==> src/rtl/comp_serial_if.sv <==
// Handshake and operand bundle for the digit-serial comparator.
interface comp_serial_if #(
  parameter int N = 8
) ();
  logic         start;
  logic [N-1:0] A;
  logic [N-1:0] B;
  logic [2:0]   mode;
  logic         signed_cmp;
  logic         busy;
  logic         done;
  logic         O;

  modport master (
    output start, A, B, mode, signed_cmp,
    input  busy, done, O
  );

  modport slave (
    input  start, A, B, mode, signed_cmp,
    output busy, done, O
  );
endinterface

==> src/rtl/comp_serial.sv <==
// Digit-serial comparator: W bits per cycle, LSB chunk first, carry chain of
// A + ~B + C plus a running equality flag; six selectable relations.
module comp_serial #(
  parameter int N = 8,
  parameter int W = 1
) (
  input  logic          clk,
  input  logic          rst,
  comp_serial_if.slave  bus
);
  localparam int K  = (N + W - 1) / W;
  localparam int KW = K * W;
  localparam int CW = (K > 1) ? $clog2(K) : 1;

  typedef enum logic [1:0] {IDLE, RUN, DONE} state_t;

  state_t          state, state_nx;
  logic [KW-1:0]   a_r, b_r, a_ld, b_ld, a_sh, b_sh;
  logic [2:0]      mode_r;
  logic            c_r, eq_r, o_r;
  logic [CW-1:0]   cnt;
  logic [W-1:0]    a_c, b_c;
  logic [W:0]      add;
  logic            c_nx, eq_nx, last, accept, rel;

  // A new request is taken whenever no chunk is in flight.
  assign accept = bus.start && (state != RUN);
  assign last   = (cnt == CW'(K - 1));

  // Operand load: flipping the sign bit maps two's complement onto unsigned
  // order; the upper pad bits stay zero so they compare equal.
  always_comb begin
    a_ld = '0;
    b_ld = '0;
    a_ld[N-1:0] = bus.A;
    b_ld[N-1:0] = bus.B;
    if (bus.signed_cmp) begin
      a_ld[N-1] = ~bus.A[N-1];
      b_ld[N-1] = ~bus.B[N-1];
    end
  end

  // Operands shift right one chunk per RUN cycle; the low chunk is current.
  generate
    if (K > 1) begin : g_shift
      assign a_sh = {{W{1'b0}}, a_r[KW-1:W]};
      assign b_sh = {{W{1'b0}}, b_r[KW-1:W]};
    end else begin : g_noshift
      assign a_sh = '0;
      assign b_sh = '0;
    end
  endgenerate

  assign a_c   = a_r[W-1:0];
  assign b_c   = b_r[W-1:0];
  assign add   = {1'b0, a_c} + {1'b0, ~b_c} + {{W{1'b0}}, c_r};
  assign c_nx  = add[W];
  assign eq_nx = eq_r & (a_c == b_c);

  // Relation select from the carry/equality of the final chunk.
  always_comb begin
    rel = 1'b0;
    case (mode_r)
      3'b000:  rel = c_nx;
      3'b001:  rel = c_nx & ~eq_nx;
      3'b010:  rel = ~c_nx | eq_nx;
      3'b011:  rel = ~c_nx;
      3'b100:  rel = eq_nx;
      3'b101:  rel = ~eq_nx;
      default: rel = 1'b0;
    endcase
  end

  // State register.
  always_ff @(posedge clk) begin
    if (rst) state <= IDLE;
    else     state <= state_nx;
  end

  // Next state: RUN for K cycles, one DONE cycle, which may restart directly.
  always_comb begin
    state_nx = state;
    case (state)
      IDLE:    if (accept) state_nx = RUN;
      RUN:     if (last) state_nx = DONE;
      DONE:    state_nx = accept ? RUN : IDLE;
      default: state_nx = IDLE;
    endcase
  end

  // Datapath: load on accept, fold one chunk per RUN cycle, capture O on the
  // final chunk so it is valid on the DONE cycle.
  always_ff @(posedge clk) begin
    if (rst) begin
      a_r    <= '0;
      b_r    <= '0;
      mode_r <= '0;
      c_r    <= 1'b1;
      eq_r   <= 1'b1;
      cnt    <= '0;
      o_r    <= 1'b0;
    end else if (accept) begin
      a_r    <= a_ld;
      b_r    <= b_ld;
      mode_r <= bus.mode;
      c_r    <= 1'b1;
      eq_r   <= 1'b1;
      cnt    <= '0;
    end else if (state == RUN) begin
      a_r  <= a_sh;
      b_r  <= b_sh;
      c_r  <= c_nx;
      eq_r <= eq_nx;
      cnt  <= cnt + 1'b1;
      if (last) o_r <= rel;
    end
  end

  assign bus.busy = (state == RUN);
  assign bus.done = (state == DONE);
  assign bus.O    = o_r;
endmodule
==> src/flat_wrapper.sv <==
// flat-port wrapper written by rule: the top's interface ports become plain ports
module comp_serial_flat 
#(
  parameter int N = 8,
  parameter int W = 1
)
  (clk, rst, bus_start, bus_A, bus_B, bus_mode, bus_signed_cmp, bus_busy, bus_done, bus_O);
  comp_serial_if #(.N(N)) bus_i ();
  input  logic clk;
  input  logic rst;
  input wire logic [$bits(bus_i.start)-1:0] bus_start;
  input wire logic [$bits(bus_i.A)-1:0] bus_A;
  input wire logic [$bits(bus_i.B)-1:0] bus_B;
  input wire logic [$bits(bus_i.mode)-1:0] bus_mode;
  input wire logic [$bits(bus_i.signed_cmp)-1:0] bus_signed_cmp;
  output wire logic [$bits(bus_i.busy)-1:0] bus_busy;
  output wire logic [$bits(bus_i.done)-1:0] bus_done;
  output wire logic [$bits(bus_i.O)-1:0] bus_O;
  assign bus_i.start = bus_start;
  assign bus_i.A = bus_A;
  assign bus_i.B = bus_B;
  assign bus_i.mode = bus_mode;
  assign bus_i.signed_cmp = bus_signed_cmp;
  assign bus_busy = bus_i.busy;
  assign bus_done = bus_i.done;
  assign bus_O = bus_i.O;
  comp_serial #(.N(N), .W(W)) u_core (.clk(clk), .rst(rst), .bus(bus_i));
endmodule
==> config.mk <==
export PLATFORM = sky130hd
export DESIGN_NAME = comp_serial_flat
export DESIGN_NICKNAME = d
export VERILOG_FILES = /design/src/rtl/comp_serial_if.sv /design/src/rtl/comp_serial.sv /design/src/flat_wrapper.sv
export SDC_FILE = /design/constraint.sdc
export NUM_CORES = 1
export LEC_CHECK = 0
export CORE_UTILIZATION = 49
export DETAILED_ROUTE_END_ITERATION = 8
export PLACE_DENSITY = 0.85
export SLEW_MARGIN = 20
export SYNTH_ARGS = -nofsm -noshare
export SYNTH_HDL_FRONTEND = slang
export SYNTH_SLANG_ARGS = --single-unit
==> constraint.sdc <==
create_clock -name clk -period 1.6 [get_ports clk]
set_input_delay 0.24 -clock clk [delete_from_list [all_inputs] [get_ports clk]]
set_output_delay 0.24 -clock clk [all_outputs]
set_load 0.05 [all_outputs]
After elaboration in Yosys (flattened, before gate mapping)

Cells that the tools add are included.

Bits of input ports: 23
Register bits: 27

Muxes and demuxes: 11
Reductions and logical operators: 7
Add/subtract/negate cells: 3
Bitwise gates (word level): 9
Equality and inequality tests: 12

Operators by type and width:

| operator              | number |
|---|---|
| $mux W8               | 4 |
| $eq A3 B3 Y1 const B  | 3 |
| $eq A3 B2 Y1 const B  | 2 |
| $ne A2 B1 Y1 const B  | 3 |
| $not A1 Y1            | 6 |
| $pmux W1 S6           | 1 |
| $pmux W2 S3           | 1 |
| $mux W2               | 2 |
| $add A3 B1 Y3 const B | 1 |
| $eq A3 B1 Y1 const B  | 1 |
| $logic_not A3 Y1      | 1 |
| $mux W1               | 3 |
| $reduce_and A3 Y1     | 1 |
| $add A1 B1 Y2         | 1 |
| $add A2 B1 Y2         | 1 |
| $and A1 B1 Y1         | 2 |
| $eq A2 B1 Y1 const B  | 1 |
| $eq A2 B2 Y1 const B  | 1 |
| $logic_not A2 Y1      | 1 |
| $reduce_and A2 Y1     | 1 |
| $reduce_bool A2 Y1    | 1 |
| $reduce_or A2 Y1      | 1 |
| $eq A1 B1 Y1          | 1 |
| $logic_and A1 B1 Y1   | 1 |
| $or A1 B1 Y1          | 1 |

Depth between registers and ports, before layout

Gate-level depths: netlist of run 1.

Depth after elaboration: 6
Gate-level depth with buffers: 5
Depth with buffers taken out: 5

Worst setup path after synthesis of run 1

No wires, ideal clock.

Path type: register to register
From: reg u_core.state[0]
To: reg u_core.o_r, in the netlist u_core.bus.O
Arrival: 1.349 ns
Path slack: 0.183 ns
Setup time: 0.069 ns
Stages on the path, launching flop included: 6
Period minus slack after synthesis: 1.417 ns
Path buffers: 0
Data required time: 1.531 ns
Cell sequence: dfxtp_1 -> nand2b_4 -> clkinv_2 -> nand2_1 -> or4_1 -> o21ai_1

Elaborated cells on any way between the ends: 5
Classes of those cells: 2 x eq/ne; 1 x bitwise; 2 x reduce/logical

RTL lines:

| what                               | RTL line           | text |
|---|---|---|
| start: declaration                 | comp_serial.sv:17  | `state_t state, state_nx;` |
| start signal: assignment           | comp_serial.sv:77  | `else state <= state_nx;` |
| $eq A2 B1 Y1                       | --                 |  |
| net bus_busy                       | flat_wrapper.sv:16 | `output wire logic [$bits(bus_i.busy)-1:0] bus_busy;` |
| $reduce_and A3 Y1 (no source line) | --                 |  |
| end signal: assignment             | comp_serial.sv:115 | `if (last) o_r <= rel;` |
| end: declaration                   | comp_serial.sv:20  | `logic c_r, eq_r, o_r;` |

The timed path passes the listed nets, and every way through them passes these cells.
A chain may end at the register's enable or synchronous reset.

Worst setup path after layout of run 1

From: reg u_core.cnt[0]
To: reg u_core.o_r, in the netlist u_core.bus.O

Longest elaborated chain between the ends: 2

RTL lines:

| what                               | RTL line           | text |
|---|---|---|
| start: declaration                 | comp_serial.sv:21  | `logic [CW-1:0] cnt;` |
| start signal: assignment           | comp_serial.sv:114 | `cnt <= cnt + 1'b1;` |
| $eq A3 B3 Y1                       | comp_serial.sv:28  | `assign last = (cnt == CW'(K - 1));` |
| $reduce_and A3 Y1 (no source line) | --                 |  |

No other way between the ends.

==> flow_summary.yaml, run 1 <==
run_status:
  status: "finished clean"
critical_path:
  r2r_end: "u_core.bus.O"
  rrSetupSlack_ns: 0.15
  crit_end: "u_core.bus.O"
  required_ns: 1.87
  critPathKind: "flop to flop"
  crit_path_max_fanout: 3
  critical_path_arrival_ns: 1.72
  critPathLaunchType: "flop"
  r2r-start: "u_core.cnt[0]"
  reg2regPathDepth: 5
  cp-startpoint: "u_core.cnt[0]"
  end_kind: "flop"
placed_design:
  post-dp-hpwl_mm: 1.59
  dpl_worst_slack_ns: 0.0845
  routabilityCongestion: 0.695
  port_buffers: 25
logic_synthesis:
  synth_cell_types: 26
  postSynthCellCount: 136
  syn_area_per_cell_um2: 8.98
  synth_seq_area_share: 0.443
  synth_fp_nets: 162
  yosys_warnings: 0
  synth-seq-cells: 27
  syn_area_um2: 1220
drt:
  routed-wl-met2_mm: 1.12
  antenna_left: 0
  wl_mm: 2.32
  top_layer: "met4"
  wl_met1_mm: 1.08
  post_drt_wl_per_cell_um: 12.4
  drtIter0Drc: 20
  vias_per_cell: 5.43
  via_count: 1015
  dr.pass1.iters: 4
  dr_wl_met3_um: 91
  drc: 0
sta:
  slew_viol_final: 0
  holdWs_ns: 0.473
  hold_viol: 0
  grt_setup_unrepaired: "no"
  min_period_ns: 1.45
  skew_ns: 0.00817
  max_freq_ghz: 0.689
  max-slew-margin-rel: 0.759
  setup_violations: 0
  worst_slack_ns: 0.149
  worstMarginPinSlew_ns: 0.361
  setup_tns_ns: 0
  fin_crit_sh: 0.907
floorplan:
  die_w_um: 51.9
  num_io_pins: 26
  core_area_um2: 2280
  die_h_um: 51.9
  die_area_um2: 2700
  rows: 17
  initial_utilization: 0.537
final_layout:
  n_antenna_cell: 0
  fin_nets: 186
  drive_above_1_share: 0.0755
  multi_input_area_um2: 623
  postLayoutCoreUtil: 0.687
  area_growth_pct: 28.1
  seqCellArea_um2: 541
  n_fill_cell: 185
grt:
  first_global_vias: 1002
  groute.usage.overall: 0.203
  grt_pass1_wl_mm: 4.17
  grt_max_degree: 40
  grt.overflow.total: 0
  antenna_found_initial: 0
worst_hold_path:
  hold_path.class: "input port to flop"
  min_path_cells: 3
pwr:
  pwr-share-comb: 0.208
  power_uw: 1320
  switching_power_uw: 356
  p_seq_frac: 0.571
  swShare: 0.269
  vdd_drop_max_uv: 636
  powerDensity_nw_per_um2: 846
  power.share.clock: 0.221
  internal-power_uw: 968
  leakagePower_uw: 0.000639
clock_network:
  postCtsHoldBufs: 0
  worstSkewPairLatency_ns: 0.32
  clockBufferDepth: 2
  cts_setup_buffers: 0
  clk_pin_slew_ns: 0.14
  cts_buffers: 3
  h-tree-depth: 1
  cts_resized: 0
  cts-root-buf: "clkbuf_4"
  cts.sinks: 27
  tritoncts: "done"
run:
  drv_cap: 0
## cells in the mapped netlist
| master | n | share of area |
|---|---|---|
| a2bb2oi_1 | 1 | 0.0072 |
| and2b_1 | 1 | 0.0061 |
| a21oi_1 | 8 | 0.033 |
| dfxtp_1 | 27 | 0.44 |
| nor4_1 | 1 | 0.0051 |
| mux2i_1 | 14 | 0.11 |
| nor2b_1 | 1 | 0.0051 |
| o21ai_1 | 1 | 0.0041 |
| buf_2 | 3 | 0.012 |
| or4_1 | 1 | 0.0061 |
| a31oi_1 | 1 | 0.0051 |
| nor2_1 | 23 | 0.071 |
| clkinv_2 | 1 | 0.0041 |
| nand2b_4 | 1 | 0.011 |
| ha_1 | 3 | 0.031 |
| xnor2_1 | 3 | 0.022 |
| a2111oi_0 | 2 | 0.014 |
| a211oi_1 | 15 | 0.092 |
| nand3_1 | 4 | 0.016 |
| nand3b_1 | 3 | 0.018 |
| o31ai_1 | 1 | 0.0061 |
| nand2_1 | 7 | 0.022 |
| nor3_1 | 2 | 0.0082 |
| clkbuf_1 | 7 | 0.022 |
| inv_1 | 3 | 0.0092 |
| o21bai_1 | 2 | 0.012 |
## cells by family after synthesis
kind of cell    share of synthesized area
fa+ha+maj                          0.0307
flops                               0.443
xor+xnor                           0.0215
simple gates                        0.169
mux                                 0.115
compound gates                      0.174
buf+inv                            0.0471
## sequential cells by signal, summed over array words and instances, names as in the netlist
signal         cells
u_core.a_r         8
u_core.b_r         8
u_core.bus.O       1
u_core.c_r         1
u_core.cnt         3
u_core.eq_r        1
u_core.mode_r      3
u_core.state       2
## layout make-up
cell class / instances / area share
multi-input combinational: 95 / 0.398
clock buffer: 4 / 0.0168
timing repair buffer: 29 / 0.206
inverter: 4 / 0.0104
tap: 28 / 0.0224
sequential: 27 / 0.346
## metrics by stage
| stage | cell area [µm²] | instances |
|---|---|---|
| floorplan | 1220 | 136 |
| global placement | 1540 | 183 |
| detailed placement | 1540 | 183 |
| CTS | 1560 | 187 |
| global route | 1560 | 187 |
| finish | 1560 | 187 |
## critical path, stage by stage (launching register included)
cell	delay, ns
dfxtp_1	0.38
ha_1	0.16
ha_1	0.15
nand2_1	0.08
or4_1	0.50
o21ai_1	0.13
## layout by cell type (no fill, tap or decap), drive strengths merged, types with 2 or more instances in the layout
cell           instances
a21oi                  8
nand2                  7
dfxtp                 27
nor2                  23
inv                    3
ha                     3
nand3                  4
clkdlybuf4s50         22
buf                    7
mux2i                 14
nand3b                 3
a211oi                15
clkbuf                 4
o21bai                 2
nor3                   2
a2111oi                2
xnor2                  3
## metal layers
| layer | vias up | track usage |
|---|---|---|
| li1 | 524 | - |
| met1 | 461 | 0.237 |
| met2 | 26 | 0.368 |
| met3 | 4 | 0.0263 |
| met4 | 0 | 0.0811 |
| met5 | - | 0 |
## power by group through the flow
stage               logic, µW  clock network, µW  registers, µW
global placement          265                  0            768
floorplan                 168                  0            762
global route              306                328            763
finish                    275                293            756
CTS                       276                305            756
detailed placement        275                  0            771
## worst min path at each step
stage / start / endpoint / slack (ns)
2_1_floorplan: bus_mode[0] / u_core.mode_r[0] / 0.39
3_3_place_gp: u_core.mode_r[0] / u_core.mode_r[0] / 0.47
3_5_place_dp: u_core.cnt[2] / u_core.cnt[2] / 0.48
4_1_cts: bus_mode[0] / u_core.mode_r[0] / 0.47
5_1_grt: bus_mode[2] / u_core.mode_r[2] / 0.46
6_report: bus_mode[2] / u_core.mode_r[2] / 0.47
(Power assumes the default switching activity.)
==> inputs of run 2 (changes only) <==
--- a/config.mk
+++ b/config.mk
@@ -5,6 +5,7 @@
 export SDC_FILE = /design/constraint.sdc
 export NUM_CORES = 1
 export LEC_CHECK = 0
+export CORE_MARGIN = 2
 export CORE_UTILIZATION = 49
 export DETAILED_ROUTE_END_ITERATION = 8
 export PLACE_DENSITY = 0.85
==> flow_summary.yaml, run 2 (synthesis gave the netlist of run 1 again) <==
clock_network:
  clockBufferDepth: 2
  cts_buffers: 3
  cts.sinks: 27
  postCtsHoldBufs: 0
  tritoncts: "done"
  h-tree-depth: 1
  cts_setup_buffers: 0
  worstSkewPairLatency_ns: 0.33
  clk_pin_slew_ns: 0.14
  cts-root-buf: "clkbuf_4"
  cts_resized: 0
sta:
  slew_viol_final: 0
  skew_ns: 0.0103
  fin_crit_sh: 0.920
  max_freq_ghz: 0.680
  setup_tns_ns: 0
  grt_setup_unrepaired: "no"
  hold_viol: 0
  worstMarginPinSlew_ns: 0.370
  setup_violations: 0
  min_period_ns: 1.47
  max-slew-margin-rel: 0.753
  holdWs_ns: 0.473
  worst_slack_ns: 0.128
pwr:
  switching_power_uw: 366
  internal-power_uw: 962
  leakagePower_uw: 0.000634
  swShare: 0.276
  p_seq_frac: 0.569
  power.share.clock: 0.226
  pwr-share-comb: 0.206
  vdd_drop_max_uv: 901
  power_uw: 1330
  powerDensity_nw_per_um2: 853
grt:
  groute.usage.overall: 0.189
  grt.overflow.total: 0
  antenna_found_initial: 0
  grt_max_degree: 40
  first_global_vias: 953
  grt_pass1_wl_mm: 4.00
floorplan:
  die_h_um: 53.9
  num_io_pins: 26
  die_w_um: 53.9
  rows: 18
  initial_utilization: 0.507
  core_area_um2: 2410
  die_area_um2: 2910
final_layout:
  fin_nets: 186
  final_cell_mix: "dfxtp_1 (27), nor2_1 (23), clkdlybuf4s50_1 (22), a211oi_1 (15), mux2i_1 (14)"
  post-route-cell-area_um2: 1560
  area_growth_pct: 27.6
  n_antenna_cell: 0
  drive_above_1_share: 0.0818
  final_common_cell: "dfxtp_1"
  top_regs: "u_core.a_r (8), u_core.b_r (8)"
run:
  drv_cap: 0
critical_path:
  crit_slowest_cell: "or4_1"
  end_kind: "flop"
  required_ns: 1.87
  crit_chain: "ha_1 -> ha_1 -> nand2_1 -> or4_1 -> o21ai_1"
  crit_top_cell: "ha_1"
  reg2regPathDepth: 5
  critical_path_arrival_ns: 1.74
  critPathKind: "flop to flop"
  critPathLaunchType: "flop"
  crit_path_max_fanout: 3
  cp_slowest_stage_delay_ns: 0.50
drt:
  drtIter0Drc: 16
  drc: 0
  antenna_left: 0
  via_count: 1038
  vias_per_cell: 5.49
  post_drt_wl_per_cell_um: 13.0
  dr.pass1.iters: 4
  wl_mm: 2.45
placed_design:
  post-dp-hpwl_mm: 1.72
  port_buffers: 25
  routabilityCongestion: 0.762
  dpl-instance-area_um2: 1530
  dpl_worst_slack_ns: 0.103
worst_hold_path:
  hold_path.class: "input port to flop"
  min_path_cells: 3
run_status:
  status: "finished clean"
run 2: power groups by stage:
stage / clock, µW / sequential (µW) / combinational, µW
global route: 339 / 762 / 302
detailed placement: 0 / 770 / 274
finish: 300 / 756 / 273
CTS: 309 / 755 / 275
global placement: 0 / 767 / 262
floorplan: 0 / 762 / 168
run 2: worst paths after layout:
kind                      start                to  slack (ns)
setup reg to reg  u_core.cnt[0]      u_core.bus.O        0.13
setup / recovery  u_core.cnt[0]      u_core.bus.O        0.13
hold / removal      bus_mode[1]  u_core.mode_r[1]        0.47
hold reg to reg    u_core.bus.O      u_core.bus.O        0.50
run 2: metrics by stage:
step | cells | util
floorplan | 136 | -
finish | 189 | 0.646
global placement | 185 | 0.634
global route | 189 | 0.646
detailed placement | 185 | 0.634
CTS | 189 | 0.646
run 2: critical path: cells and delay by family (launching register included):
kind                       cells  cell delay, ns
adders and majority gates      2            0.31
AOI/OAI and AO/OA              1            0.14
DFF                            1            0.39
and+or+nand+nor                2            0.58
run 2: cell type report:
| cell class | count | area, µm² |
|---|---|---|
| timing repair buffer | 29 | 310 |
| inverter | 4 | 16.3 |
| clock inverter | 1 | 7.51 |
| sequential | 27 | 541 |
| clock buffer | 3 | 22.5 |
| multi-input combinational | 95 | 623 |
| fill | 201 | 852 |
| tap | 30 | 37.5 |
run 2: routing by layer:
metal / routed length, µm / share of wire / vias to the layer above / global-route usage
met1: 1090 / 0.44 / 474 / 0.218
met5: 0 / 0 / - / 0
met2: 1190 / 0.49 / 32 / 0.339
met3: 153 / 0.062 / 2 / 0.0583
met4: 15 / 0.0061 / 0 / 0.0427
li1: - / - / 530 / -
==> inputs of run 3 (changes only) <==
--- a/config.mk
+++ b/config.mk
@@ -6,9 +6,9 @@
 export NUM_CORES = 1
 export LEC_CHECK = 0
 export CORE_MARGIN = 2
-export CORE_UTILIZATION = 49
+export CORE_UTILIZATION = 40
 export DETAILED_ROUTE_END_ITERATION = 8
-export PLACE_DENSITY = 0.85
+export PLACE_DENSITY = 0.73
 export SLEW_MARGIN = 20
 export SYNTH_ARGS = -nofsm -noshare
 export SYNTH_HDL_FRONTEND = slang
==> flow_summary.yaml, run 3 (synthesis gave the netlist of run 1 again) <==
clock_network:
  h-tree-depth: 1
  worstSkewPairLatency_ns: 0.32
  tritoncts: "done"
  cts.sinks: 27
  cts-root-buf: "clkbuf_4"
  clk_pin_slew_ns: 0.15
  cts_buffers: 3
  clockBufferDepth: 2
sta:
  worst_slack_ns: 0.156
  setup_violations: 0
  skew_ns: 0.00491
  max_freq_ghz: 0.692
  grt_setup_unrepaired: "no"
  fin_crit_sh: 0.903
  worstMarginPinSlew_ns: 0.378
  slew_viol_final: 0
  min_period_ns: 1.44
  hold_viol: 0
  setup_tns_ns: 0
  max-slew-margin-rel: 0.742
critical_path:
  cp_slowest_stage_delay_ns: 0.50
  critPathKind: "flop to flop"
  r2r-start: "u_core.cnt[1]"
  crit_chain: "ha_1 -> ha_1 -> nand2_1 -> or4_1 -> o21ai_1"
  end_kind: "flop"
  reg2regPathDepth: 5
  critical_path_arrival_ns: 1.72
  rrSetupSlack_ns: 0.16
  crit_path_max_fanout: 3
  required_ns: 1.87
  critPathLaunchType: "flop"
  path_buf_inv: 0
  r2r_end: "u_core.bus.O"
  critPathTopFamily: "simple AND/OR/NAND/NOR gates"
  crit_slowest_cell: "or4_1"
  crit_top_cell: "ha_1"
final_layout:
  drive_above_1_share: 0.0938
  final_cell_mix: "dfxtp_1 (26), nor2_1 (23), clkdlybuf4s50_1 (22), a211oi_1 (15), mux2i_1 (14)"
  area_growth_pct: 28.6
  final_common_cell: "dfxtp_1"
  fin_nets: 187
  n_antenna_cell: 0
  top_regs: "u_core.a_r (8), u_core.b_r (8)"
  n_fill_cell: 292
  postLayoutCoreUtil: 0.527
drt:
  drtIter0Drc: 39
  antenna_left: 0
  post_drt_wl_per_cell_um: 12.3
  via_count: 1009
  wl_mm: 2.38
  dr.pass1.iters: 4
  drc: 0
  vias_per_cell: 5.23
floorplan:
  num_io_pins: 26
  die_area_um2: 3510
  core_area_um2: 2980
  initial_utilization: 0.410
  rows: 20
  die_w_um: 59.3
  die_h_um: 59.3
run_status:
  status: "finished clean"
placed_design:
  post-dp-hpwl_mm: 1.65
  port_buffers: 25
  dpl_worst_slack_ns: 0.0191
  routabilityCongestion: 0.762
grt:
  grt.overflow.total: 0
  first_global_vias: 978
  antenna_found_initial: 0
  grt_pass1_wl_mm: 3.99
  groute.usage.overall: 0.145
  grt_max_degree: 40
pwr:
  swShare: 0.275
  leakagePower_uw: 0.000639
  vdd_drop_max_uv: 347
  switching_power_uw: 366
  power.share.clock: 0.226
  internal-power_uw: 964
  powerDensity_nw_per_um2: 847
  p_seq_frac: 0.569
  pwr-share-comb: 0.205
worst_hold_path:
  min_path_cells: 3
  min_from: "bus_mode[2]"
  whs_endpoint: "u_core.mode_r[2]"
  hold_path.class: "input port to flop"
run:
  drv_cap: 0
run 3: cell count changes in the layout (fill, tap and decap cells not counted), sizes merged:
cell,previous run,this run
buf,7,8
run 3: layer usage:
layer	wire length, µm	GRT usage
met4	8	0.0487
met2	1150	0.257
met1	1130	0.177
met5	0	0
met3	95	0.0218
run 3: worst max-delay path by stage:
| stage | startpoint | endpoint | slack (ns) | depth (start not counted) |
|---|---|---|---|---|
| final | u_core.cnt[1] | u_core.bus.O | 0.16 | 5 |
| after global placement | bus_start | u_core.a_r[7] | 0.17 | 4 |
| after floorplan | u_core.state[0] | u_core.bus.O | 0.18 | 5 |
| after CTS | u_core.cnt[0] | u_core.bus.O | 0.12 | 5 |
| after global routing | u_core.cnt[1] | u_core.bus.O | 0.03 | 5 |
| after detailed placement | bus_start | u_core.a_r[7] | 0.02 | 4 |
run 3: cell type report:
cell class / instances / area (µm²) / area share
Tap cell: 33 / 41.3 / 0.0263
Clock inverter: 1 / 7.51 / 0.00478
Inverter: 4 / 16.3 / 0.0104
Clock buffer: 3 / 22.5 / 0.0143
Sequential cell: 27 / 542 / 0.345
Timing Repair Buffer: 30 / 318 / 0.202
Multi-Input combinational cell: 95 / 623 / 0.397
run 3: worst register-to-register path, stage by stage, from the launching register on:
cell	delay, ns
dfxtp_1	0.37
ha_1	0.15
ha_1	0.16
nand2_1	0.09
or4_1	0.50
o21ai_1	0.13
run 3: what timing repair did:
item | CTS | global route
resized for setup | 0 | 1
endpoints found under the setup margin | 0 | 1
setup buffers | 0 | 0
hold buffers | 0 | 0
run 3: through the flow:
stage / power, µW / hold WS, ns / cells / area, µm²
final: 1330 / 0.471 / 193 / 1570
after global routing: 1410 / 0.488 / 193 / 1570
after CTS: 1350 / 0.470 / 193 / 1570
after detailed placement: 1040 / 0.480 / 189 / 1540
after global placement: 1030 / 0.466 / 189 / 1540
after floorplan: 930 / 0.387 / 136 / 1220
run 3: power by group through the flow:
stage	Combinational [µW]	Clock [µW]	Sequential [µW]
after floorplan	168	0	762
after global placement	265	0	768
after detailed placement	274	0	771
after CTS	275	316	756
after global routing	303	343	763
final	272	301	756
